[src/rtl/thread_state_mgr.sv]
// Purpose: per-thread state memory for the sha512crypt unit with two write ports, two async read ports and a round-robin RD_RDY scanner.
// Latency: write registered at edge E, memory updated at E+1, new value readable the cycle after E+1; offers registered one edge after the scan hit.
// Backpressure: an offer is held stable until rd_rdy_ack; a write to the offered thread withdraws it instead.
//
// Ports:
//   CLK, RST_N                       clock, synchronous active-low reset
//   ts_wr_num1/ts_wr1/ts_wr_en1      CPU write (wins on same-thread collision)
//   ts_wr_num2/ts_wr2/ts_wr_en2      I/O write
//   ts_rd_num1 -> ts_rd1             scheduler read (combinational)
//   ts_rd_num2 -> ts_rd2             I/O read (combinational)
//   rd_rdy_valid/rd_rdy_num/ack      offer of a thread in RD_RDY state
//   init_done                        init sweep complete; writes accepted
//   wr_collision                     sticky: both ports hit the same thread in one cycle

`ifndef THREAD_STATE_MSB
`define THREAD_STATE_MSB 2
`endif
`ifndef THREAD_STATE_NONE
`define THREAD_STATE_NONE 3'd0
`endif
`ifndef THREAD_STATE_WR_RDY
`define THREAD_STATE_WR_RDY 3'd1
`endif
`ifndef THREAD_STATE_RD_RDY
`define THREAD_STATE_RD_RDY 3'd2
`endif
`ifndef THREAD_STATE_BUSY
`define THREAD_STATE_BUSY 3'd3
`endif
`ifndef MSB
`define MSB(x) ($clog2((x)+1)-1)
`endif

module thread_state_mgr #(
    parameter int N_CORES       = 4,
    parameter int N_THREADS     = 4*N_CORES,
    parameter int N_THREADS_MSB = `MSB(N_THREADS-1)
) (
    input  logic                         CLK,
    input  logic                         RST_N,
    input  logic [N_THREADS_MSB:0]       ts_wr_num1,
    input  logic [`THREAD_STATE_MSB:0]   ts_wr1,
    input  logic                         ts_wr_en1,
    input  logic [N_THREADS_MSB:0]       ts_wr_num2,
    input  logic [`THREAD_STATE_MSB:0]   ts_wr2,
    input  logic                         ts_wr_en2,
    input  logic [N_THREADS_MSB:0]       ts_rd_num1,
    output logic [`THREAD_STATE_MSB:0]   ts_rd1,
    input  logic [N_THREADS_MSB:0]       ts_rd_num2,
    output logic [`THREAD_STATE_MSB:0]   ts_rd2,
    output logic                         rd_rdy_valid,
    output logic [N_THREADS_MSB:0]       rd_rdy_num,
    input  logic                         rd_rdy_ack,
    output logic                         init_done,
    output logic                         wr_collision
);

    localparam int SW = `THREAD_STATE_MSB + 1;
    localparam int TW = N_THREADS_MSB + 1;

    typedef logic [TW-1:0] tnum_t;
    typedef logic [SW-1:0] tstate_t;
    typedef enum logic [0:0] {SCAN, OFFER} scan_state_t;

    localparam tnum_t LAST = tnum_t'(N_THREADS-1);

    function automatic tnum_t next_num(input tnum_t n);
        return (n == LAST) ? '0 : n + 1'b1;
    endfunction

    tstate_t     mem [N_THREADS];

    tnum_t       init_cnt;
    tnum_t       ptr;
    scan_state_t state;

    // Registered write stage: requests land here at edge E, memory at E+1.
    logic        wr_en1_q, wr_en2_q;
    tnum_t       wr_num1_q, wr_num2_q;
    tstate_t     wr_dat1_q, wr_dat2_q;

    logic        same_thread_q;
    logic        scan_hit;
    logic        withdraw;

    assign same_thread_q = wr_en1_q && wr_en2_q && (wr_num1_q == wr_num2_q);
    assign scan_hit      = (mem[ptr] == `THREAD_STATE_RD_RDY);
    // Only the registered stage is watched: a write there will hit memory next edge.
    assign withdraw      = (wr_en1_q && (wr_num1_q == rd_rdy_num)) ||
                           (wr_en2_q && (wr_num2_q == rd_rdy_num));

    assign ts_rd1 = mem[ts_rd_num1];
    assign ts_rd2 = mem[ts_rd_num2];

    // Storage has no reset; contents are defined by the init sweep.
    always_ff @(posedge CLK) begin
        if (RST_N) begin
            if (!init_done) begin
                mem[init_cnt] <= `THREAD_STATE_NONE;
            end else begin
                if (wr_en2_q && !same_thread_q)
                    mem[wr_num2_q] <= wr_dat2_q;
                if (wr_en1_q)
                    mem[wr_num1_q] <= wr_dat1_q;
            end
        end
    end

    always_ff @(posedge CLK) begin
        if (!RST_N) begin
            init_cnt     <= '0;
            init_done    <= 1'b0;
            wr_en1_q     <= 1'b0;
            wr_en2_q     <= 1'b0;
            wr_num1_q    <= '0;
            wr_num2_q    <= '0;
            wr_dat1_q    <= '0;
            wr_dat2_q    <= '0;
            wr_collision <= 1'b0;
            state        <= SCAN;
            ptr          <= '0;
            rd_rdy_valid <= 1'b0;
            rd_rdy_num   <= '0;
        end else begin
            if (!init_done) begin
                init_cnt <= next_num(init_cnt);
                if (init_cnt == LAST)
                    init_done <= 1'b1;
            end

            wr_en1_q  <= ts_wr_en1 && init_done;
            wr_en2_q  <= ts_wr_en2 && init_done;
            wr_num1_q <= ts_wr_num1;
            wr_num2_q <= ts_wr_num2;
            wr_dat1_q <= ts_wr1;
            wr_dat2_q <= ts_wr2;

            if (same_thread_q)
                wr_collision <= 1'b1;

            case (state)
                SCAN: begin
                    if (init_done) begin
                        if (scan_hit) begin
                            rd_rdy_num   <= ptr;
                            rd_rdy_valid <= 1'b1;
                            state        <= OFFER;
                        end else begin
                            ptr <= next_num(ptr);
                        end
                    end
                end
                OFFER: begin
                    // Pointer always moves past the offered thread, so it is not
                    // revisited until a full wrap; the consumer's write has time to land.
                    if (rd_rdy_ack) begin
                        rd_rdy_valid <= 1'b0;
                        ptr          <= next_num(rd_rdy_num);
                        state        <= SCAN;
                    end else if (withdraw) begin
                        rd_rdy_valid <= 1'b0;
                        ptr          <= next_num(ptr);
                        state        <= SCAN;
                    end
                end
                default: begin
                    state        <= SCAN;
                    rd_rdy_valid <= 1'b0;
                end
            endcase
        end
    end

endmodule

[config.mk]
export PLATFORM = sky130hd
export DESIGN_NAME = thread_state_mgr
export DESIGN_NICKNAME = d
export VERILOG_FILES = /design/src/rtl/thread_state_mgr.sv
export SDC_FILE = /design/constraint.sdc
export NUM_CORES = 1
export LEC_CHECK = 0
export ABC_AREA = 1
export CORE_ASPECT_RATIO = 1.5
export CORE_MARGIN = 1.5
export CORE_UTILIZATION = 55
export CTS_BUF_LIST = sky130_fd_sc_hd__clkbuf_16
export DETAILED_ROUTE_END_ITERATION = 10
export MAX_ROUTING_LAYER = met4
export PLACE_DENSITY = 0.76
export SLEW_MARGIN = 20
export SYNTH_ARGS = -nofsm -noshare
export SYNTH_HDL_FRONTEND = slang
export SYNTH_SLANG_ARGS = --single-unit
[constraint.sdc]
create_clock -name CLK -period 2 [get_ports CLK]
set_input_delay 0.3 -clock CLK [delete_from_list [all_inputs] [get_ports CLK]]
set_output_delay 0.3 -clock CLK [all_outputs]
set_load 0.05 [all_outputs]
Word level (Yosys, flattened, before mapping)
Memories as Yosys holds them, arrays and structs flattened. A register that Yosys moved wholly into a read port is not among the register bits.
Cells that the tools add are included.
W data, S select, Z words.
- register bits: 32
- bits in latches: 0
- memory bits (writable): 48
- bits in read-only memories: 0
- output and inout bits: 13
- logic and storage cells: 78
- memories kept: 1
- $add $sub $neg: 3
- multipliers: 0
- div/mod/pow operators: 0
- magnitude comparators: 0
- equality and inequality tests: 11
- shift operators: 0
- mux-type cells: 36
- bitwise operators: 1
- reductions and logical operators: 13
- memory list (memory ; words ; bits a word ; read ports ; clocked after memory_dff ; wr ports ; RTL line ; RTL):
    mem ; 16 ; 3 ; 3 ; 1 ; 2 ; 71 ; tstate_t mem [N_THREADS];
- operators by type and width (operator ; count):
    $mux W4 ; 10
    $mux W1 ; 22
    $add A4 B1 Y4 const B ; 3
    $eq A4 B4 Y1 ; 3
    $eq A4 B4 Y1 const B ; 3
    $reduce_and A3 Y1 ; 3
    $pmux W4 S2 ; 1
    $logic_and A1 B1 Y1 ; 7
    $ne A2 B2 Y1 const B ; 3
    $pmux W1 S2 ; 2
    $eq A3 B2 Y1 const B ; 1
    $mux W3 ; 1
    $ne A3 B2 Y1 const B ; 1
    $reduce_or A3 Y1 ; 1
    $logic_not A1 Y1 ; 1
    $logic_or A1 B1 Y1 ; 1
    $not A1 Y1 ; 1

Logic depth before layout (Yosys ltp)
- depth in word-level cells: 10
- depth in mapped cells: 14

Worst setup path before layout
No wires, ideal clock.
- path kind: input port to output port
- start: input ts_rd_num1[0]
- end: output ts_rd1[1]
- data arrival time: 1.979 ns
- required time: 1.700 ns
- path slack: -0.279 ns
- stages: 5
- path through: clkbuf_1 -> clkbuf_1 -> a21oi_1 -> o22ai_1 -> o21ai_0
- cells in the longest elaborated chain, start to end: 1
- RTL lines (element ; RTL line ; RTL):
    from (decl) ; 47 ; input logic [N_THREADS_MSB:0] ts_rd_num1,
    $mem_v2 Z16 W3 ; -- ;
    to (decl) ; 48 ; output logic [`THREAD_STATE_MSB:0] ts_rd1,
Every way passes these cells.

==> results by group <==
Run status
  • Status: complete, no violations

Worst setup path
  • Flop2flop setup slack: 0.06 ns
  • CP Data Required Time: 1.70 ns
  • Crit-path max cell delay: 0.43 ns
  • R2r startpoint: wr_num2_q[3]$_SDFF_PN0_
  • Top Family by Delay on Critical Path: compound AO/OA/AOI/OAI gates
  • Most frequent CP cell: o21ai_1
  • Slowest cell on crit path: edfxtp_1
  • Worst path bufs/invs: 2
  • Startpoint Class: flop
  • Worst reg2reg path depth: 11
  • RR Endpoint: mem[14][2]$_DFFE_PP_
  • Arrival time of the worst setup path: 1.67 ns
  • WS Path Type: reg2out
  • Critical Path End Type: output pin
  • Cells along the critical path: inv_2 > a21oi_2 > o21ai_1 > nand2_1 > o211ai_1 > o21ai_1 > clkbuf_16
  • Crit Path Max Fanout: 2

Synthesis
  • YS warnings: 0
  • Post-synth top cells: 168 x nand2_1, 87 x inv_1, 87 x nor2_1
  • Top-area cell type share of the netlist area: 0.282
  • Cell taking the most area after synthesis: edfxtp_1
  • Yosys reg bits: 84
  • Most common cell in the netlist: nand2_1
  • Count of different cell masters after synthesis: 32
  • Ys flop type: edfxtp_1
  • Post-synth EDFFs: 48
  • Synthesized area per cell: 7.03 um^2
  • Synthesized instance count: 727
  • Fraction of the yosys area taken by sequential cells: 0.423
  • Top cells by area, synth: edfxtp_1 28%, dfxtp_1 14%, nand2_1 12%, o21ai_0 7.7%, a21oi_1 7.6%
  • Fraction of registers with async set/reset: 0
  • Syn Nets: 757
  • Cell area after synthesis: 5110 um^2

Detailed routing
  • Vias: 5338
  • Final ANT Viol Nets: 0
  • Final WL: 15100 um
  • Starting DRT DRC Count: 379
  • WL/cell: 16.4 um
  • DRT Pass-1 Iters: 6
  • Vias per cell: 5.79
  • Drt drc: 0

STA
  • Final hold violations: 0
  • Clock skew: 0.00818 ns
  • RSZ-0062 raised after global routing: true
  • Final Cycle Share: 0.986
  • Sum Neg Setup Slack: 0 ns
  • Slew headroom: 0.532
  • Clock period minus worst slack: 1.97 ns
  • Final Max Slew Viols: 0
  • Min Hold Slack: 0.456 ns
  • # setup viols final: 0
  • Peak Freq: 507 MHz
  • Slew at the pin closest to its max-slew limit: 0.702 ns

Global route
  • Largest net degree at the start of global routing: 41
  • First-pass GRT wire length: 23800 um
  • Grt total ovfl: 0
  • GRT Util Overall: 0.330
  • Vias in the first global route: 5183
  • Antenna violations before repair: 0

Cells and area
  • Fill cell count: 708
  • Layout cells sized above 1: 0.183
  • Final instance area: 6550 um^2
  • ANT cells: 0
  • Nets: 837
  • Area Growth Syn to Fin: 28.2%

Clock network
  • Worst-Skew Late Latency: 0.34 ns
  • CTS tree: yes
  • Inserted Clock Buffers: 9
  • CTS clk-pin slew, worst paths: 0.06 ns
  • H-Tree Depth: 3
  • Max clock buf depth: 2
  • Sinks on Clock Net: 84
  • Cts-stage hold buffer count: 0
  • CTS Root Cell: clkbuf_16

Pwr
  • LEAKAGE: 2.96 nW
  • Cell Int Power: 2.91 mW
  • Clock Power Share: 0.376
  • Pwr Density: 594 nW/um^2
  • Sw Ratio: 0.252
  • Psw: 981 uW
  • Comb pwr share: 0.139
  • Max VDD drop: 0.000583 V
  • Sequential power share: 0.486

Worst hold path
  • Min-Delay Path Class: reg2reg
  • Hold path cells: 2
  • Hold EP: wr_collision$_SDFFE_PN0P_
  • Hold Startpoint: wr_collision$_SDFFE_PN0P_

Floorplan
  • Core area: 8930 um^2
  • Die W: 81.7 um
  • Initial Util: 0.572
  • IO Count: 40
  • # rows: 42
  • Die Ht: 121 um
  • Die ar.: 9880 um^2

Place
  • DPL Wire Length: 10900 um
  • Port buffer count: 39
  • Area post-placement: 6050 um^2
  • GP Congestion: 0.968

Run
  • Max-Cap Viols: 0
-- sequential cells by signal, summed over array words and instances (netlist names), named ones only --
signal	flops
rd_rdy_num	4
rd_rdy_valid	1
init_done	1
wr_num2_q	4
wr_dat2_q	3
wr_num1_q	4
state	1
wr_en2_q	1
mem	48
init_cnt	4
wr_dat1_q	3
wr_collision	1
wr_en1_q	1
ptr	4
-- worst max path at each step --
stage | start | to | slack, ns | cells past startpoint
finish | mem[9][1]$_DFFE_PP_ | ts_rd1[1] | 0.03 | 7
global route | wr_num2_q[0]$_SDFF_PN0_ | mem[14][2]$_DFFE_PP_ | -0.07 | 11
CTS | ts_rd_num2[0] | ts_rd2[1] | 0.003 | 7
detailed placement | RST_N | mem[9][0]$_DFFE_PP_ | -0.24 | 8
global placement | RST_N | mem[5][0]$_DFFE_PP_ | -0.20 | 11
floorplan | ts_rd_num1[0] | ts_rd1[1] | 0.1 | 5
-- power by group through the flow --
stage	Clock (mW)	Sequential (mW)	Combinational [mW]
floorplan	0	1.90	0.270
global placement	0	1.92	0.473
detailed placement	0	1.92	0.481
CTS	1.47	1.88	0.507
global route	1.53	1.89	0.581
finish	1.46	1.89	0.540
-- layout make-up --
type / count / area [um^2] / share of cell area
clock buffer: 9 / 225 / 0.0344
sequential: 84 / 2170 / 0.332
timing repair buffer: 98 / 1020 / 0.156
inverter: 93 / 349 / 0.0533
tap: 110 / 138 / 0.0210
clock inverter: 7 / 36.3 / 0.00554
multi-input combinational: 521 / 2600 / 0.398
-- what timing repair did --
item                       in CTS  in global routing
pin swaps                       2                  8
setup endpoints to repair      27                 62
gates resized for setup        16                 49
buffers inserted                0                  3
cloned                          2                  1
-- layer usage --
layer	vias to the layer above	GRT usage	wire, um
li1	2562	-	-
met2	270	0.570	8140
met1	2430	0.329	5190
met4	0	0.245	905
met5	-	-	0
met3	76	0.0429	883
-- kinds of logic after synthesis --
family,count (synthesis),share of synthesized area
adders and majority gates,3,0.00735
xor gates and xnor gates,3,0.00515
buffers and inverters,122,0.0933
and+or+nand+nor,324,0.266
DFF,84,0.423
AOI/OAI and AO/OA,190,0.203
muxes,1,0.00220
-- worst register-to-register path: cells and delay by family (launching register included) --
kind	cells	cell delay, ns
DFF	1	0.35
buffers and inverters	2	0.25
AOI/OAI and AO/OA	1	0.25
and+or+nand+nor	8	0.81
-- per-stage QoR --
stage          power (mW)  instances   util  setup slack [ns]
6_report             3.89        922  0.733            0.0289
5_1_grt              4.00        922  0.733           -0.0711
4_1_cts              3.86        919  0.717           0.00320
3_5_place_dp         2.40        901  0.677            -0.241
3_3_place_gp         2.39        901  0.677            -0.198
2_1_floorplan        2.17        727      -            0.0984
-- placed cells by master, fill, tap and decap left out, drive strengths merged, types with 4 or more instances in the layout --
cell,Yosys,layout
nand2,178,178
o21bai,8,8
nand3,43,43
dfxtp,36,36
clkdlybuf4s50,0,28
edfxtp,48,48
buf,12,62
o21ai,84,84
o221ai,7,7
nor2,92,92
clkbuf,17,12
nor3,4,4
o211ai,6,6
o22ai,5,5
a21oi,78,78
inv,93,96
nand4,4,4
Power figures use the tool's default switching activity.
